`src/rtl/mem_arbiter.sv`:
```
// Two-master (instruction fetch / data) arbiter onto a single memory strobe port.
// Data has priority; a starvation counter hands the port to a waiting fetch after FAIR_LIMIT data grants.
module mem_arbiter #(
  parameter int unsigned WAIT_CYCLES = 1,
  parameter int unsigned FAIR_LIMIT  = 4
) (
  input  logic        clk,
  input  logic        rst_n,
  input  logic        if_req,
  input  logic [31:0] if_addr,
  output logic [31:0] if_rdata,
  output logic        if_ready,
  input  logic        d_req,
  input  logic        d_we,
  input  logic        d_byte,
  input  logic [31:0] d_addr,
  input  logic [31:0] d_wdata,
  output logic [31:0] d_rdata,
  output logic        d_ready,
  output logic        mem_read,
  output logic        mem_write,
  output logic [31:0] mem_addr,
  output logic [31:0] mem_wdata,
  output logic        mem_bytemode,
  input  logic [31:0] mem_rdata,
  output logic        if_stall,
  output logic        d_stall,
  output logic [1:0]  dbg_state,
  output logic [3:0]  dbg_starve_cnt
);

  typedef enum logic [1:0] {
    IDLE   = 2'd0,
    ACCESS = 2'd1,
    DONE   = 2'd2
  } state_e;

  localparam logic [3:0] WAIT_INIT = 4'(WAIT_CYCLES);
  localparam logic [3:0] FAIR_LIM  = 4'(FAIR_LIMIT);
  localparam logic       FAIR_ON   = (FAIR_LIMIT != 0);

  state_e      state_q, state_d;
  logic        owner_d_q, owner_d_d;   // 1 = data port owns the current access
  logic        we_q, we_d;
  logic [3:0]  wait_q, wait_d;
  logic [3:0]  starve_q, starve_d;
  logic        mem_read_q, mem_read_d;
  logic        mem_write_q, mem_write_d;
  logic [31:0] mem_addr_q, mem_addr_d;
  logic [31:0] mem_wdata_q, mem_wdata_d;
  logic        mem_byte_q, mem_byte_d;
  logic [31:0] if_rdata_q, if_rdata_d;
  logic [31:0] d_rdata_q, d_rdata_d;
  logic        if_ready_q, if_ready_d;
  logic        d_ready_q, d_ready_d;
  logic        fetch_first;

  // A starved fetch overrides data priority only while it is actually waiting.
  assign fetch_first = FAIR_ON && if_req && (starve_q >= FAIR_LIM);

  always_comb begin
    state_d     = state_q;
    owner_d_d   = owner_d_q;
    we_d        = we_q;
    wait_d      = wait_q;
    starve_d    = starve_q;
    mem_read_d  = mem_read_q;
    mem_write_d = mem_write_q;
    mem_addr_d  = mem_addr_q;
    mem_wdata_d = mem_wdata_q;
    mem_byte_d  = mem_byte_q;
    if_rdata_d  = if_rdata_q;
    d_rdata_d   = d_rdata_q;
    if_ready_d  = 1'b0;
    d_ready_d   = 1'b0;

    unique case (state_q)
      IDLE: begin
        if (!if_req) starve_d = 4'd0;
        if (d_req && !fetch_first) begin
          owner_d_d   = 1'b1;
          we_d        = d_we;
          mem_addr_d  = d_addr;
          mem_wdata_d = d_wdata;
          mem_byte_d  = d_byte;
          mem_read_d  = ~d_we;
          mem_write_d = d_we;
          wait_d      = WAIT_INIT;
          state_d     = ACCESS;
          if (if_req && (starve_q != 4'hF)) starve_d = starve_q + 4'd1;
        end else if (if_req) begin
          owner_d_d   = 1'b0;
          we_d        = 1'b0;
          mem_addr_d  = if_addr;
          mem_byte_d  = 1'b0;
          mem_read_d  = 1'b1;
          mem_write_d = 1'b0;
          wait_d      = WAIT_INIT;
          starve_d    = 4'd0;
          state_d     = ACCESS;
        end
      end
      ACCESS: begin
        if (wait_q == 4'd0) begin
          mem_read_d  = 1'b0;
          mem_write_d = 1'b0;
          if (!we_q) begin
            if (owner_d_q) d_rdata_d  = mem_rdata;
            else           if_rdata_d = mem_rdata;
          end
          state_d = DONE;
        end else begin
          wait_d = wait_q - 4'd1;
        end
      end
      DONE: begin
        // Ready is registered, so it shows in the cycle after DONE.
        if (owner_d_q) d_ready_d  = 1'b1;
        else           if_ready_d = 1'b1;
        state_d = IDLE;
      end
      default: state_d = IDLE;
    endcase
  end

  always_ff @(posedge clk or negedge rst_n) begin
    if (!rst_n) begin
      state_q     <= IDLE;
      owner_d_q   <= 1'b0;
      we_q        <= 1'b0;
      wait_q      <= 4'd0;
      starve_q    <= 4'd0;
      mem_read_q  <= 1'b0;
      mem_write_q <= 1'b0;
      mem_addr_q  <= 32'd0;
      mem_wdata_q <= 32'd0;
      mem_byte_q  <= 1'b0;
      if_rdata_q  <= 32'd0;
      d_rdata_q   <= 32'd0;
      if_ready_q  <= 1'b0;
      d_ready_q   <= 1'b0;
    end else begin
      state_q     <= state_d;
      owner_d_q   <= owner_d_d;
      we_q        <= we_d;
      wait_q      <= wait_d;
      starve_q    <= starve_d;
      mem_read_q  <= mem_read_d;
      mem_write_q <= mem_write_d;
      mem_addr_q  <= mem_addr_d;
      mem_wdata_q <= mem_wdata_d;
      mem_byte_q  <= mem_byte_d;
      if_rdata_q  <= if_rdata_d;
      d_rdata_q   <= d_rdata_d;
      if_ready_q  <= if_ready_d;
      d_ready_q   <= d_ready_d;
    end
  end

  assign if_rdata       = if_rdata_q;
  assign if_ready       = if_ready_q;
  assign d_rdata        = d_rdata_q;
  assign d_ready        = d_ready_q;
  assign mem_read       = mem_read_q;
  assign mem_write      = mem_write_q;
  assign mem_addr       = mem_addr_q;
  assign mem_wdata      = mem_wdata_q;
  assign mem_bytemode   = mem_byte_q;
  assign if_stall       = if_req & ~if_ready_q;
  assign d_stall        = d_req & ~d_ready_q;
  assign dbg_state      = state_q;
  assign dbg_starve_cnt = starve_q;

endmodule

```
`config.mk`:
```
export PLATFORM = sky130hd
export DESIGN_NAME = mem_arbiter
export DESIGN_NICKNAME = d
export VERILOG_FILES = /design/src/rtl/mem_arbiter.sv
export SDC_FILE = /design/constraint.sdc
export NUM_CORES = 1
export LEC_CHECK = 0
export ABC_AREA = 1
export CAP_MARGIN = 0
export CORE_MARGIN = 2
export CORE_UTILIZATION = 43
export DETAILED_ROUTE_END_ITERATION = 7
export HOLD_SLACK_MARGIN = 0.12
export PLACE_DENSITY = 0.83
export SETUP_SLACK_MARGIN = 0.1
export SLEW_MARGIN = 10
export SYNTH_ARGS = -nofsm -noshare
export SYNTH_HDL_FRONTEND = slang
export SYNTH_SLANG_ARGS = --single-unit
```
`constraint.sdc`:
```
create_clock -name clk -period 2.2 [get_ports clk]
set_clock_uncertainty 0.1 [all_clocks]
set_input_delay 0.55 -clock clk [delete_from_list [all_inputs] [get_ports clk]]
set_output_delay 0.55 -clock clk [all_outputs]
set_load 0.02 [all_outputs]
```
# After elaboration in Yosys (flattened, before gate mapping)
# Index checks and enable logic that the tools add are counted.
# totals
register_bits	145
inputBits	134
# op_classes
addsub	2
n_lt_le_gt_ge	1
n_eq_ne	6
mux	27
bitwise	7
n_reduce_logical	15
# op_table
op	n
2-to-1 mux 32 bit	2
2-to-1 mux 4 bit	7
2-to-1 mux 1 bit	11
one-hot mux 4 bit (2 select lines)	1
AND reduction 4 bit	2
2-to-1 mux 2 bit	3
AND reduction 2 bit	3
AND reduction 3 bit	2
NOT 1 bit	5
adder 4 x 1 -> 4 bit (second input constant)	1
greater-or-equal comparator 4 x 3 -> 1 bit (second input constant)	1
logical NOT 4 bit	1
inequality test 2 bit (second input constant)	2
inequality test 4 bit (second input constant)	1
one-hot mux 1 bit (2 select lines)	2
one-hot mux 2 bit (2 select lines)	1
nonzero test 2 bit	2
subtractor 4 x 1 -> 4 bit (second input constant)	1
logical AND 1 bit	3
inequality test 3 bit (second input constant)	1
bitwise AND 1 bit	2
equality test 2 x 1 -> 1 bit (second input constant)	1
equality test 2 bit (second input constant)	1
logical NOT 2 bit	1
logical NOT 1 bit	1

# Depth between registers and ports, before layout
# Gate-level depths: netlist of the first run.
# logic_depth
ltp_word	6
depth_mapped	8
depth_no_buf	7

# Worst setup path before layout of the first run
# Ideal clock, no wire load.
# synth_path
kind	input to output
from	in d_req
to	out d_stall
arrival_ns	1.370
path_slack_ns	0.180
cell_stages	4
path_buffers	2
cell_sequence	buf_2 > clkbuf_1 > inv_1 > nor2_1
# synth_between
elab_chain_cells	1
# synth_lines
element	line	text
start: declaration	13	input logic d_req,
bitwise AND 1 bit	170	assign d_stall = d_req & ~d_ready_q;
end: declaration	27	output logic d_stall,
# Every way passes these cells.

# Worst setup path in the final report of the first run
# layout_path
from	reg if_rdata_q[29] (netlist: if_rdata[29])
to	out if_rdata[29]
# layout_rtl
element	line	text
start: declaration	52	logic [31:0] if_rdata_q, if_rdata_d;
start signal: assignment	153	if_rdata_q <= if_rdata_d;
end: declaration	11	output logic [31:0] if_rdata,
# No word-level cell between the ends.

==> metrics.yaml, run 1 <==
io-pin-count: 275
root_buffer: "clkbuf_16"
crit_path_max_fanout: 2
drc_errors: 0
worst_r2r_path_depth: 8
totalWireLength_um: 18900
critPathKind: "flop to primary output"
cp_slowest_stage_delay_ns: 0.65
ys_warn_count: 0
routed-via-count: 5753
stdcell_count: 1191
p_leak_nw: 5.04
synth_seq_area_share_pct: 55.8
grt_usage_pct: 24.3
drive_gt1_share_pct: 10.2
ir_worst_vdd_uv: 971
numCtsBuffers: 17
slowest_stage: "clkdlybuf4s50_1"
antenna_cells: 0
final-setup-viol-count: 0
htree_num_levels: 4
die_w_um: 127
clkSlewWorstSetupHoldPaths_ns: 0.06
final_net_count: 1131
syn_avg_cell_area_um2: 9.04
start_util_pct: 44.4
cp.arrival_ns: 1.42
place_area_um2: 9470
via_per_inst: 4.83
grt_pass1_wl_um: 30700
route.detailed.wl_per_inst_um: 15.9
cts.sinks: 145
fin_area_um2: 10000
report.final.slew_viol_count: 0
min_path_cells: 2
antenna_found_initial: 0
hold_class: "flop to flop"
worst_slew_pin_slew_ns: 0.591
syn_to_final_growth_pct: 54.1
fillCellCount: 1146
grt.overflow.total: 0
syn_area_um2: 6510
portBuffers: 274
dr.first_iter.drc_count: 462
clk_path_buf_depth: 2
globalplace.congestion: 0.905
dpl.cell_count: 1158
hold_viol: 0
crit_buf_inv: 1
relSlewSlack_pct: 60.6
dieHeight_um: 127
dieArea_um2: 16100
p_total_mw: 14.8
synth-seq-cells: 145
end_kind: "primary output"
cts_tree: "done"
fin_crit_sh_pct: 94.2
grt_setup_unrepaired: "yes"
clock_latency_ns: 0.41
max_freq_mhz: 483
mappedNetlistNets: 857
ys_types: 27
required_ns: 1.55
path_depth: 1
synth_cells: 720
outcome: "finished clean"
first_pass_iters: 5
crit_family: "buffers and inverters"
dp.final_hpwl_um: 13700
min_period_ns: 2.07
power_density_nw_per_um2: 1470
antenna_left: 0
grt_max_degree: 50
grt_pass1_vias: 5925
core_area_um2: 14600
std_cell_rows: 44
max_cap_violations: 0
worstSetupStartpointType: "flop"
cp_cell_sequence: "clkdlybuf4s50_1"
[where the power goes]
| group | total (mW) | switching (mW) | internal, mW | leakage [nW] |
|---|---|---|---|---|
| clock network | 2.58 | 1.15 | 1.44 | 0.245 |
| logic | 7.50 | 4.16 | 3.35 | 3.01 |
| registers | 4.69 | 0.727 | 3.97 | 1.78 |
[registers in the layout, summed over array words and instances, names as in the netlist, 2 cells and up]
register and count:
d_rdata 32, dbg_starve_cnt 4, dbg_state 2, if_rdata 32, mem_addr 32, mem_wdata 32
wait_q 4
[Yosys cell counts]
cell type / count / area share [%]
o21ai_2: 39 / 5.3
inv_1: 76 / 4.4
nand4_1: 2 / 0.19
o21ai_4: 1 / 0.25
nand2_4: 3 / 0.52
nand3_1: 40 / 3.1
nor2_2: 1 / 0.096
nand3b_1: 32 / 3.7
nand2_1: 248 / 14
nor2_8: 2 / 0.62
nor3_1: 2 / 0.15
o21ai_1: 38 / 2.9
buf_4: 5 / 0.58
nor2_4: 1 / 0.17
buf_2: 10 / 0.77
ha_1: 3 / 0.58
buf_6: 15 / 2.6
clkbuf_1: 8 / 0.46
o22ai_1: 1 / 0.096
inv_2: 2 / 0.12
clkbuf_2: 2 / 0.15
xor2_1: 1 / 0.13
nor2_1: 11 / 0.63
a21oi_1: 1 / 0.077
dfrtp_1: 145 / 56
inv_4: 1 / 0.096
o21ai_0: 30 / 2.3
[final timing paths]
kind / start / endpoint / slack (ns)
min in group asynchronous: rst_n / mem_addr[16]$_DFFE_PN0P_ / 0.56
worst max-delay path: if_rdata[29]$_DFFE_PN0P_ / if_rdata[29] / 0.13
worst min-delay path: mem_wdata[30]$_DFFE_PN0P_ / mem_wdata[30]$_DFFE_PN0P_ / 0.37
max in group asynchronous: rst_n / mem_wdata[27]$_DFFE_PN0P_ / 0.80
worst min register to register: mem_wdata[30]$_DFFE_PN0P_ / mem_wdata[30]$_DFFE_PN0P_ / 0.37
worst max register to register: wait_q[0]$_DFFE_PN0P_ / if_rdata[21]$_DFFE_PN0P_ / 0.29
[placed cells by master (no fill, tap or decap), types with 10 or more instances in the layout]
cell / instances
buf_12: 10
clkbuf_16: 17
clkdlybuf4s50_1: 249
dfrtp_1: 145
dlymetal6s2s_1: 17
inv_1: 76
nand2_1: 248
nand3_1: 40
nand3b_1: 32
nor2_1: 11
o21ai_0: 30
o21ai_1: 38
o21ai_2: 38
[cells by family (layout without fill, tap and decap cells)]
logic type      Yosys count  count (layout)  synth area share (%)
compound gates          110             110                  10.9
xor+xnor                  1               1                 0.135
fa+ha+maj                 3               3                 0.577
buf+inv                 119             406                  9.15
flops                   145             145                  55.8
simple gates            342             342                  23.5
[final cells by class]
type	instances	area (µm²)	area share, %
clock buffer	19	433	4.32
clock inverter	13	88.8	0.886
inverter	79	299	2.98
multi-input combinational	456	2290	22.8
sequential	145	3630	36.2
tap	184	230	2.30
timing repair buffer	295	3060	30.5
[worst reg2reg max path, cell delays in order, from the launching register on]
cell	delay [ns]
dfrtp_1	0.37
inv_1	0.13
ha_1	0.18
nand2_1	0.15
nor2_8	0.18
nand2_4	0.23
buf_12	0.27
nand2_1	0.09
o21ai_1	0.08
[layer usage]
| layer | global-route usage (%) | part of all wire (%) | routed length, µm |
|---|---|---|---|
| met5 | 0 | 0 | 0 |
| met4 | 10.4 | 3.6 | 679 |
| met3 | 6.28 | 4.9 | 935 |
| met2 | 41.1 | 51 | 9730 |
| met1 | 29.7 | 40 | 7560 |
[repair_timing]
action | in CTS | in global routing
buffers inserted | 0 | 0
setup endpoints to repair | 7 | 69
pin swaps | 0 | 0
hold buffers | 1 | 0
hold endpoints to repair | 46 | 0
resized for setup | 11 | 19
[through the flow]
stage | utilization [%] | setup slack (ns) | TNS (ns) | hold WS, ns
floorplan | - | 0.180 | 0 | 0.154
global placement | 64.6 | -0.296 | -16.00 | 0.362
detailed placement | 64.6 | -0.301 | -17.29 | 0.364
CTS | 68.2 | 0.101 | 0 | 0.381
global route | 68.5 | 0.0964 | 0 | 0.393
finish | 68.5 | 0.128 | 0 | 0.373
Power figures use the tool's default switching activity.
==> inputs of run 2 (changes only) <==
RECOVER_POWER = 25   (was default)
==> run 2 against run 1 <==
Effect of this change:
- via count shrank 0.28%
- non-clock buffer count unchanged
- largest cell class unchanged
- die area unchanged
- final cell count unchanged
- flip-flop and latch count is the same
- worst hold slack barely moved
- critical endpoint is now d_stall
- critical path depth up 3
==> metrics.yaml, run 2 (synthesis gave the netlist of run 1 again) <==
io-pin-count: 275  # unchanged
std_cell_rows: 44  # unchanged
crit_path_max_fanout: 2  # unchanged
p_leak_nw: 5.03  # -0.18%
place_area_um2: 9470  # unchanged
cts_tree: "done"
dieArea_um2: 16100  # unchanged
antenna_found_initial: 0  # unchanged
ir_worst_vdd_uv: 970  # about the same
grt.overflow.total: 0  # unchanged
relSlewSlack_pct: 20.5  # -40 points
fin_crit_sh_pct: 94.4  # +0.25 points
route.detailed.wl_per_inst_um: 15.9  # -0.10%
worstSetupStartpointType: "primary input"
totalWireLength_um: 18900  # -0.10%
hold-worst-slack_ns: 0.373  # -0.0000260 ns
grt_pass1_vias: 5925  # unchanged
stdcell_count: 1191  # unchanged
antenna_cells: 0  # unchanged
clock_latency_ns: 0.41  # about the same
final_net_count: 1131  # unchanged
dp.final_hpwl_um: 13700  # unchanged
grt_pass1_wl_um: 30700  # unchanged
grt_usage_pct: 24.3  # unchanged
root_buffer: "clkbuf_16"
first_pass_iters: 5  # unchanged
max_cap_violations: 0  # unchanged
antenna_left: 0  # unchanged
portBuffers: 274  # unchanged
layout_commonest_cell: "clkdlybuf4s50_1"
hold_viol: 0  # unchanged
drc_errors: 0  # unchanged
core_area_um2: 14600  # unchanged
final_cell_mix: "249 x clkdlybuf4s50_1, 248 x nand2_1, 145 x dfrtp_1"
grt_max_degree: 50  # unchanged
dr.first_iter.drc_count: 478  # +3.5%
clk_path_buf_depth: 2  # unchanged
syn_to_final_growth_pct: 53.7
globalplace.congestion: 0.905  # unchanged
numCtsBuffers: 17  # unchanged
htree_num_levels: 4  # unchanged
cp.arrival_ns: 1.43  # about the same
dpl.cell_count: 1158  # unchanged
required_ns: 1.55  # about the same
max_freq_mhz: 481  # -0.26%
routed-via-count: 5737  # -0.28%
power_density_nw_per_um2: 1480  # +0.19%
grt_setup_unrepaired: "yes"
hold_class: "flop to flop"
final.setup.tns_ns: 0  # unchanged
fin_area_um2: 10000  # -0.26%
min_period_ns: 2.08  # +0.00543 ns
report.final.slew_viol_count: 0  # unchanged
critPathKind: "primary input to primary output"
end_kind: "primary output"
dieHeight_um: 127  # unchanged
final-setup-viol-count: 0  # unchanged
via_per_inst: 4.82  # -0.28%
outcome: "finished clean"
die_w_um: 127  # unchanged
start_util_pct: 44.4  # unchanged
clkSlewWorstSetupHoldPaths_ns: 0.06  # about the same
worst_slew_pin_slew_ns: 1.19  # +0.602 ns
cts.sinks: 145  # unchanged
drive_gt1_share_pct: 10.1  # -0.099 points
==> run 2: critical path, cell delays in order <==
cell and delay [ns]:
clkdlybuf4s50_1 0.53, inv_1 0.09, nor2_1 0.09, buf_2 0.17
==> run 2: cell type report <==
cell class / instances / area (µm²)
Clock inverter: 13 / 88.8
Sequential cell: 145 / 3630
Timing Repair Buffer: 295 / 3040
Multi-Input combinational cell: 456 / 2290
Fill cell: 1152 / 4640
Inverter: 79 / 299
Tap cell: 184 / 230
Clock buffer: 19 / 433
==> run 2: metrics by stage <==
step           setup WS [ns]  total power [mW]  utilization, %
4_1_cts                0.101              14.9            68.2
3_3_place_gp          -0.296              12.1            64.6
6_report               0.122              14.8            68.3
2_1_floorplan          0.180              8.71               -
3_5_place_dp          -0.301              12.3            64.6
5_1_grt               0.0720              15.7            68.3
==> run 2: report_power, final <==
group          switching [mW]  total [mW]  internal, mW
combinational            4.16        7.49          3.34
sequential              0.724        4.69          3.97
clock                    1.15        2.58          1.44
total                    6.03        14.8          8.74
==> run 2: metal layers <==
layer  routed length [µm]  GRT usage, %  part of all wire, %  up-vias
met5                    0             0                    0        -
met4                  694          10.4                  3.7        0
met3                  991          6.28                  5.2       46
met2                 9710          41.1                   51      179
met1                 7490          29.7                   40     2694
li1                     -             -                    -     2818
==> run 2: repair_timing <==
action / in CTS / in global routing
gates resized for setup: 11 / 19
hold buffers: 1 / 0
setup buffers: 0 / 0
endpoints found under the setup margin: 7 / 69
endpoints found under the hold margin: 46 / 0
==> run 2: worst paths after layout <==
check	from	slack, ns	to	cells after the start
max	d_req	0.12	d_stall	4
min	mem_wdata[30]$_DFFE_PN0P_	0.37	mem_wdata[30]$_DFFE_PN0P_	2
max reg2reg	dbg_state[1]$_DFFE_PN0P_	0.29	mem_addr[12]$_DFFE_PN0P_	5
min reg2reg	mem_wdata[30]$_DFFE_PN0P_	0.37	mem_wdata[30]$_DFFE_PN0P_	2
max in group asynchronous	rst_n	0.29	d_rdata[27]$_DFFE_PN0P_	3
min in group asynchronous	rst_n	0.83	mem_addr[16]$_DFFE_PN0P_	2
